===== src/rtl/game_state_ctrl.sv =====
// Match-level controller: start/score/timer/winner sequencing for one match.
// All outputs are registered; the prescaler provides the one-second timebase.
module game_state_ctrl #(
   parameter int TICK_DIV      = 25_000_000,
   parameter int MATCH_SECONDS = 90,
   parameter int WIN_SCORE     = 10,
   parameter int HOLD_SECONDS  = 3
) (
   input  logic       clk,
   input  logic       reset,
   input  logic       btn_start,
   input  logic       goal_p1,
   input  logic       goal_p2,
   input  logic       snitch_p1,
   input  logic       snitch_p2,
   output logic       playing_reg,
   output logic       gameover_reg,
   output logic [6:0] score_p1,
   output logic [6:0] score_p2,
   output logic [6:0] time_left,
   output logic [1:0] winner,
   output logic       sec_tick
);

   // state      | meaning
   // S_IDLE     | after reset, waiting for the first start edge
   // S_PLAYING  | match running: clock counts down, events credited
   // S_GAMEOVER | results frozen; restart allowed once the hold time has elapsed

   localparam int PW = (TICK_DIV > 1) ? $clog2(TICK_DIV) : 1;
   localparam int HW = $clog2(HOLD_SECONDS + 1);
   localparam logic [PW-1:0] PRESC_LAST = PW'(TICK_DIV - 1);
   localparam logic [HW-1:0] HOLD_LD    = HW'(HOLD_SECONDS);
   localparam logic [6:0]    MATCH_LD   = 7'(MATCH_SECONDS);
   localparam logic [6:0]    WIN_LD     = 7'(WIN_SCORE);
   localparam logic [6:0]    SCORE_MAX  = 7'd99;

   typedef enum logic [1:0] {
      S_IDLE     = 2'd0,
      S_PLAYING  = 2'd1,
      S_GAMEOVER = 2'd2
   } state_t;

   state_t          r_state;
   state_t          w_state_nxt;

   logic            r_btn_prev;
   logic [PW-1:0]   r_presc;
   logic [HW-1:0]   r_hold;
   logic            r_playing;
   logic            r_gameover;
   logic [6:0]      r_score_p1;
   logic [6:0]      r_score_p2;
   logic [6:0]      r_time_left;
   logic [1:0]      r_winner;
   logic            r_sec_tick;

   logic            w_start_edge;
   logic            w_wrap;
   logic            w_hold_done;
   logic            w_time_zero;
   logic [2:0]      w_add_p1;
   logic [2:0]      w_add_p2;
   logic [7:0]      w_sum_p1;
   logic [7:0]      w_sum_p2;
   logic [6:0]      w_upd_p1;
   logic [6:0]      w_upd_p2;
   logic            w_end;
   logic            w_enter_play;
   logic            w_enter_over;

   logic            w_playing_nxt;
   logic            w_gameover_nxt;
   logic            w_sec_tick_nxt;
   logic [1:0]      w_winner_nxt;

   assign w_start_edge = btn_start & ~r_btn_prev;
   assign w_wrap       = (r_presc == PRESC_LAST);
   assign w_hold_done  = (r_hold >= HOLD_LD);
   assign w_time_zero  = (r_time_left == 7'd0);

   // A goal is worth 1, a snitch 3; a cycle may carry both for the same player.
   assign w_add_p1 = (goal_p1 ? 3'd1 : 3'd0) + (snitch_p1 ? 3'd3 : 3'd0);
   assign w_add_p2 = (goal_p2 ? 3'd1 : 3'd0) + (snitch_p2 ? 3'd3 : 3'd0);
   assign w_sum_p1 = {1'b0, r_score_p1} + {5'd0, w_add_p1};
   assign w_sum_p2 = {1'b0, r_score_p2} + {5'd0, w_add_p2};
   assign w_upd_p1 = (w_sum_p1 > {1'b0, SCORE_MAX}) ? SCORE_MAX : w_sum_p1[6:0];
   assign w_upd_p2 = (w_sum_p2 > {1'b0, SCORE_MAX}) ? SCORE_MAX : w_sum_p2[6:0];

   assign w_end = w_time_zero | snitch_p1 | snitch_p2 |
                  (w_upd_p1 >= WIN_LD) | (w_upd_p2 >= WIN_LD);

   assign w_enter_play = (w_state_nxt == S_PLAYING) & (r_state != S_PLAYING);
   assign w_enter_over = (w_state_nxt == S_GAMEOVER) & (r_state == S_PLAYING);

   always_ff @(posedge clk or posedge reset) begin
      if (reset) begin
         r_state <= S_IDLE;
      end else begin
         r_state <= w_state_nxt;
      end
   end

   always_comb begin
      w_state_nxt = r_state;
      case (r_state)
         S_IDLE: begin
            if (w_start_edge) w_state_nxt = S_PLAYING;
         end
         S_PLAYING: begin
            if (w_end) w_state_nxt = S_GAMEOVER;
         end
         S_GAMEOVER: begin
            if (w_start_edge && w_hold_done) w_state_nxt = S_PLAYING;
         end
         default: w_state_nxt = S_IDLE;
      endcase
   end

   // Next values for the registered outputs; a tick never lands in GAMEOVER.
   always_comb begin
      w_playing_nxt  = (w_state_nxt == S_PLAYING);
      w_gameover_nxt = (w_state_nxt == S_GAMEOVER);
      w_sec_tick_nxt = (r_state == S_PLAYING) & (w_state_nxt == S_PLAYING) & w_wrap;
      w_winner_nxt   = r_winner;
      if (w_enter_play) begin
         w_winner_nxt = 2'b00;
      end else if (w_enter_over) begin
         if (w_upd_p1 > w_upd_p2)      w_winner_nxt = 2'b01;
         else if (w_upd_p2 > w_upd_p1) w_winner_nxt = 2'b10;
         else                          w_winner_nxt = 2'b11;
      end
   end

   always_ff @(posedge clk or posedge reset) begin
      if (reset) begin
         r_btn_prev  <= 1'b0;
         r_presc     <= '0;
         r_hold      <= '0;
         r_playing   <= 1'b0;
         r_gameover  <= 1'b0;
         r_score_p1  <= 7'd0;
         r_score_p2  <= 7'd0;
         r_time_left <= MATCH_LD;
         r_winner    <= 2'b00;
         r_sec_tick  <= 1'b0;
      end else begin
         r_btn_prev <= btn_start;
         r_playing  <= w_playing_nxt;
         r_gameover <= w_gameover_nxt;
         r_winner   <= w_winner_nxt;
         r_sec_tick <= w_sec_tick_nxt;

         if (w_enter_play) begin
            r_presc <= '0;
         end else if (r_state == S_IDLE) begin
            r_presc <= '0;
         end else if (w_wrap) begin
            r_presc <= '0;
         end else begin
            r_presc <= r_presc + 1'b1;
         end

         if (r_state != S_GAMEOVER || w_enter_play) begin
            r_hold <= '0;
         end else if (w_wrap && !w_hold_done) begin
            r_hold <= r_hold + 1'b1;
         end

         if (w_enter_play) begin
            r_score_p1  <= 7'd0;
            r_score_p2  <= 7'd0;
            r_time_left <= MATCH_LD;
         end else if (r_state == S_PLAYING) begin
            r_score_p1 <= w_upd_p1;
            r_score_p2 <= w_upd_p2;
            if (w_wrap && !w_time_zero) r_time_left <= r_time_left - 7'd1;
         end
      end
   end

   assign playing_reg  = r_playing;
   assign gameover_reg = r_gameover;
   assign score_p1     = r_score_p1;
   assign score_p2     = r_score_p2;
   assign time_left    = r_time_left;
   assign winner       = r_winner;
   assign sec_tick     = r_sec_tick;

endmodule


===== config.mk =====
export PLATFORM = sky130hd
export DESIGN_NAME = game_state_ctrl
export DESIGN_NICKNAME = d
export VERILOG_FILES = /design/src/rtl/game_state_ctrl.sv
export SDC_FILE = /design/constraint.sdc
export NUM_CORES = 1
export LEC_CHECK = 0
export BUFFER_PORTS_ARGS = -buffer_cell sky130_fd_sc_hd__buf_4
export CAP_MARGIN = 20
export CORE_UTILIZATION = 50
export CTS_BUF_LIST = sky130_fd_sc_hd__clkbuf_2
export CTS_CLUSTER_SIZE = 14
export DETAILED_ROUTE_END_ITERATION = 12
export HOLD_SLACK_MARGIN = 0.06
export PLACE_DENSITY = 0.78
export SYNTH_ARGS = -nofsm -noshare
export SYNTH_HDL_FRONTEND = slang
export SYNTH_SLANG_ARGS = --single-unit

===== constraint.sdc =====
create_clock -name clk -period 4.1 [get_ports clk]
set_clock_uncertainty 0.15 [all_clocks]
set_input_delay 0 -clock clk [delete_from_list [all_inputs] [get_ports clk]]
set_output_delay 0 -clock clk [all_outputs]
set_load 0.005 [all_outputs]

* Word-level counts from Yosys, hierarchy flattened
Cells that the tools add are included.
W data, S select, Z words.
** Storage, ports and cells
- Register bits :: 56
- Input port bits :: 7
- Output and inout bits :: 26
- Logic and storage cells :: 81
** Operators by class
- Add/subtract/negate cells :: 7
- Magnitude comparators :: 7
- Equal/unequal tests :: 7
- Muxes and demuxes :: 26
- Bitwise operators :: 10
- Reductions and logical operators :: 13
** Operator list (count)
- $mux W25 :: 3
- $mux W7 :: 9
- $add A25 B1 Y25 const B :: 1
- $eq A25 B25 Y1 const B :: 1
- $mux W2 :: 10
- $add A7 B3 Y8 :: 2
- $gt A8 B7 Y1 const B :: 2
- $ge A7 B4 Y1 const B :: 2
- $gt A7 B7 Y1 :: 2
- $reduce_bool A2 Y1 :: 4
- $logic_not A7 Y1 :: 1
- $sub A7 B1 Y7 const B :: 1
- $add A1 B2 Y3 :: 2
- $pmux W2 S3 :: 1
- $and A1 B1 Y1 :: 5
- $eq A2 B1 Y1 const B :: 2
- $eq A2 B2 Y1 const B :: 2
- $or A1 B1 Y1 :: 4
- $logic_and A1 B1 Y1 :: 3
- $mux W1 :: 3
- $add A2 B1 Y2 const B :: 1
- $ge A2 B2 Y1 const B :: 1
- $logic_not A1 Y1 :: 2
- $logic_not A2 Y1 :: 1
- 5 further kinds :: 5

* Longest topological paths before layout
- Depth after elaboration :: 14
- Mapped depth :: 18
- Gate-level depth less buffers :: 17

* Worst setup path after synthesis
Ideal clock, no wire load.
- Kind :: register to register
- Start :: register r_score_p2[0], in the netlist score_p2[0]
- End :: register r_winner[1], in the netlist winner[1]
- Library setup time :: 121 ps
- Arrival time :: 3250 ps
- Required time :: 3829 ps
- Path slack :: 579 ps
- Stages on the path, launching flop included :: 18
- Buffers on the path :: 1
- Period minus slack after synthesis :: 3521 ps
- Cell sequence :: dfrtp_1 > inv_1 > fa_1 > inv_1 > fa_1 > clkbuf_1 > nand4_1 > nand3_1 > or2_2 > o32ai_1 > or2_2 > ha_1 > nor2b_1 > o21a_1 > o21a_1 > o21ai_0 > a21oi_1 > a22o_1
** Between the ends
- Word-level cells in the longest chain between the ends :: 10
- Elaborated cells between the ends (all ways) :: 16
- Classes of those cells :: 1 x add/sub; 3 x order compare; 2 x eq/ne; 6 x mux; 3 x bitwise; 1 x reduce/logical
** Ends and longest elaborated chain
- start, declared :: line 53 : logic [6:0] r_score_p2;
- start signal, assigned :: line 176 : r_score_p2 <= w_upd_p2;
- $add A7 B3 Y8 (*) :: line 86 : assign w_sum_p2 = {1'b0, r_score_p2} + {5'd0, w_add_p2};
- $gt A8 B7 Y1 :: line 88 : assign w_upd_p2 = (w_sum_p2 > {1'b0, SCORE_MAX}) ? SCORE_MAX : w_sum_p2[6:0];
- $mux W7 (*) :: line 88
- $ge A7 B4 Y1 :: line 91 : (w_upd_p1 >= WIN_LD) | (w_upd_p2 >= WIN_LD);
- $or A1 B1 Y1 :: line 91
- $mux W2 :: line 111 : if (w_end) w_state_nxt = S_GAMEOVER;
- $pmux W2 S3 :: line 106 : case (r_state)
- $eq A2 B1 Y1 / $eq A2 B2 Y1 (equally long branches) :: line 93, 94
- $and A1 B1 Y1, on equally long branches :: line 93, 94
- $mux W2 / $reduce_bool A2 Y1 (equally long branches)
- end signal, assigned :: line 151 : r_winner <= w_winner_nxt;
- end, declared :: line 55 : logic [1:0] r_winner;
Every way passes the cells marked *; elsewhere a longest branch is shown, timed or not. The select of a mux whose other input is x is not followed.
A chain may end at the register's enable or synchronous reset.

* Final worst setup path
Ends and elaborated chain as after synthesis.

==> flow_summary.json <==
{
  "grt_pass1_wl_um": 12400,
  "die_x_um": 84.8,
  "path_delay_family": "compound AO/OA/AOI/OAI gates",
  "yosysWarnings": 0,
  "min_period_ns": 3.82,
  "report.final.slew_viol_count": 0,
  "grt_max_degree": 57,
  "grt_pass1_vias": 2621,
  "yosysTopAreaCell": "dfrtp_1",
  "synth.distinct_cells": 55,
  "yosys-top-cells-area": "dfrtp_1, xor2_1, nor2_1",
  "wire_per_inst_um": 14.9,
  "dpl_cell_area_um2": 3700,
  "drc_errors": 3,
  "drt-initial-drc-count": 189,
  "route.vias.total": 2778,
  "synth-seq-cells": 56,
  "critPathKind": "reg -> reg",
  "timing.critical_path.from_type": "flip-flop",
  "io_buffers": 32,
  "rrSetupSlack_ns": 0.28,
  "hold_violations": 0,
  "hp-class": "in -> async",
  "stdcell_area_um2": 3840,
  "clockBufferDepth": 2,
  "final.period_utilization_pct": 93.1,
  "synth.top_cell.area_share_pct": 38.0,
  "cp_cell_sequence": "inv_1 -> fa_1 -> inv_1 -> fa_1 -> nand4_1 -> nand3_1 -> or2_2 -> o32ai_1 -> or2_2 -> ha_1 -> nor2b_1 -> o21a_1 -> o21a_1 -> o21ai_0 -> a21oi_1 -> a22o_1",
  "start_util_pct": 52.8,
  "ys_seq_area_share_pct": 41.0,
  "drt_wl_total_um": 7230,
  "htreeDepth": 2,
  "largest_reg_flops": 25,
  "final_antenna_net_count": 0,
  "rows": 29,
  "synth_nets": 400,
  "cpPeakStageDelay_ns": 0.51,
  "die-area_um2": 7190,
  "grt_use_total_pct": 21.5,
  "max_freq_mhz": 262,
  "largest-register": "r_presc",
  "crit_slowest_cell": "fa_1",
  "clock_sinks": 56,
  "cts_tree": "built",
  "root_buffer": "clkbuf_2",
  "tns_ns": 0,
  "cp.required_ns": 4.35,
  "path_clk_slew_ns": 0.28,
  "gp_congestion": 0.914,
  "status": "finished, violations left",
  "drive_gt1_share_pct": 15.4,
  "antennaDiodeCount": 0,
  "routed_via_density": 5.72,
  "core_area_um2": 6490,
  "antenna_found_initial": 0,
  "syn2layout_area_growth_pct": 12.0,
  "setup_viol": 0,
  "maxSlewHeadroom_pct": 38.2,
  "drtPass1Iterations": 8,
  "worstPathArrival_ns": 4.06,
  "rsz0062_at_grt": "no",
  "synth.most_common_cell": "dfrtp_1",
  "io_pins": 33,
  "die_y_um": 84.8,
  "synth_ff_type": "dfrtp_1",
  "synth_enable_flop_cells": 0,
  "p_per_area_nw_per_um2": 423,
  "hpwl_um": 5190,
  "cap_violations": 0,
  "final_nets": 431,
  "tightest_slew_ns": 0.925,
  "netlist_area_um2": 3430,
  "violations": "design-rule violations",
  "crit_fanout": 10,
  "leakage_nw": 1.76,
  "cp_num_buf_inv": 2,
  "power_mw": 1.62,
  "cts_buffers": 5,
  "ys_top_cells_by_count": "dfrtp_1, nor2_1, nand2_1",
  "grt_overflow": 0,
  "clock_latency_ns": 0.45,
  "vdd.ir_drop.worst_mv": 0.196,
  "ys_async_sr_fraction_pct": 100,
  "crit_path_end_kind": "flip-flop",
  "synth_area_per_cell_um2": 9.09,
  "cts_post_setup_buffers_inserted": 0,
  "syn_inst": 377
}
area by class of cell:
class / count / area (µm²)
Fill cell: 583 / 2660
Multi-Input combinational cell: 285 / 1890
Sequential cell: 56 / 1410
Timing Repair Buffer: 43 / 343
Tap cell: 77 / 96.3
Inverter: 17 / 63.8
Clock buffer: 6 / 30.0
Clock inverter: 2 / 12.5
report_power, final:
group | total (mW) | internal (mW) | switching, mW | leakage (nW)
registers | 0.701 | 0.615 | 0.0856 | 0.753
logic | 0.710 | 0.325 | 0.385 | 0.973
clock network | 0.213 | 0.0441 | 0.168 | 0.0306
worst min-delay path: stages:
cell           delay (ns)
dlygate4sd3_1        0.54
buf_4                0.13
inv_2                0.03
buf_4                0.54
worst paths after layout:
path | start | end | cells past startpoint
worst max register to register | score_p2[0] | winner[1] | 16
min in group clk | time_left[6] | time_left[6] | 1
worst min register to register | time_left[6] | time_left[6] | 1
max in group asynchronous | reset | score_p1[2] | 4
worst min-delay path | reset | time_left[0] | 4
worst max-delay path | score_p2[0] | winner[1] | 16
through the flow:
step / std cells / hold WS (ns) / setup slack, ns / util, %
after global placement: 470 / -0.0263 / 0.471 / 57.0
final: 486 / 0.0959 / 0.284 / 59.1
after CTS: 486 / 0.100 / 0.288 / 58.9
after global routing: 486 / 0.114 / 0.0166 / 59.1
after detailed placement: 470 / -0.0263 / 0.300 / 57.0
after floorplan: 377 / -0.119 / 0.579 / -
cell usage in the layout (no fill, tap or decap), types with 2 or more instances in the layout:
cell type / count
o211ai_1: 3
or2_2: 7
a21oi_1: 13
nand2b_1: 7
fa_1: 4
nand4_1: 9
nand3b_1: 3
o21bai_1: 2
nor4_1: 6
buf_4: 35
a211oi_1: 2
dlygate4sd3_1: 8
nand3_1: 22
nand2_1: 33
a22o_1: 3
o21ai_0: 8
o21a_1: 5
o21ai_1: 2
nor2b_1: 10
a221oi_1: 3
dfrtp_1: 52
mux2i_1: 3
a21oi_2: 2
or4_1: 2
a21o_1: 5
xor2_1: 26
xnor2_1: 8
or3_1: 2
inv_1: 16
o2bb2ai_1: 3
clkbuf_2: 6
dfstp_2: 4
nor2_1: 42
and3_1: 5
ha_1: 12
a41o_1: 3
and2_1: 4
nor3_1: 9
layer usage:
| layer | wire, µm | part of all wire, % | GRT usage (%) |
|---|---|---|---|
| met5 | 0 | 0 | 0 |
| met4 | 82 | 1.1 | 5.08 |
| met3 | 312 | 4.3 | 3.24 |
| met2 | 3280 | 45 | 34.0 |
| met1 | 3550 | 49 | 31.4 |
repair_timing:
| action | CTS | global route |
|---|---|---|
| hold buffers | 8 | 0 |
| endpoints found under the setup margin | 0 | 2 |
| hold endpoints to repair | 77 | 0 |
| resized for setup | 0 | 2 |
logic make-up after synthesis:
| logic type | synth area share, % |
|---|---|
| compound gates | 13.2 |
| xor+xnor | 8.69 |
| fa+ha+maj | 6.72 |
| buf+inv | 4.34 |
| flops | 41.0 |
| mux | 1.20 |
| simple gates | 24.8 |
Power figures use the tool's default switching activity.
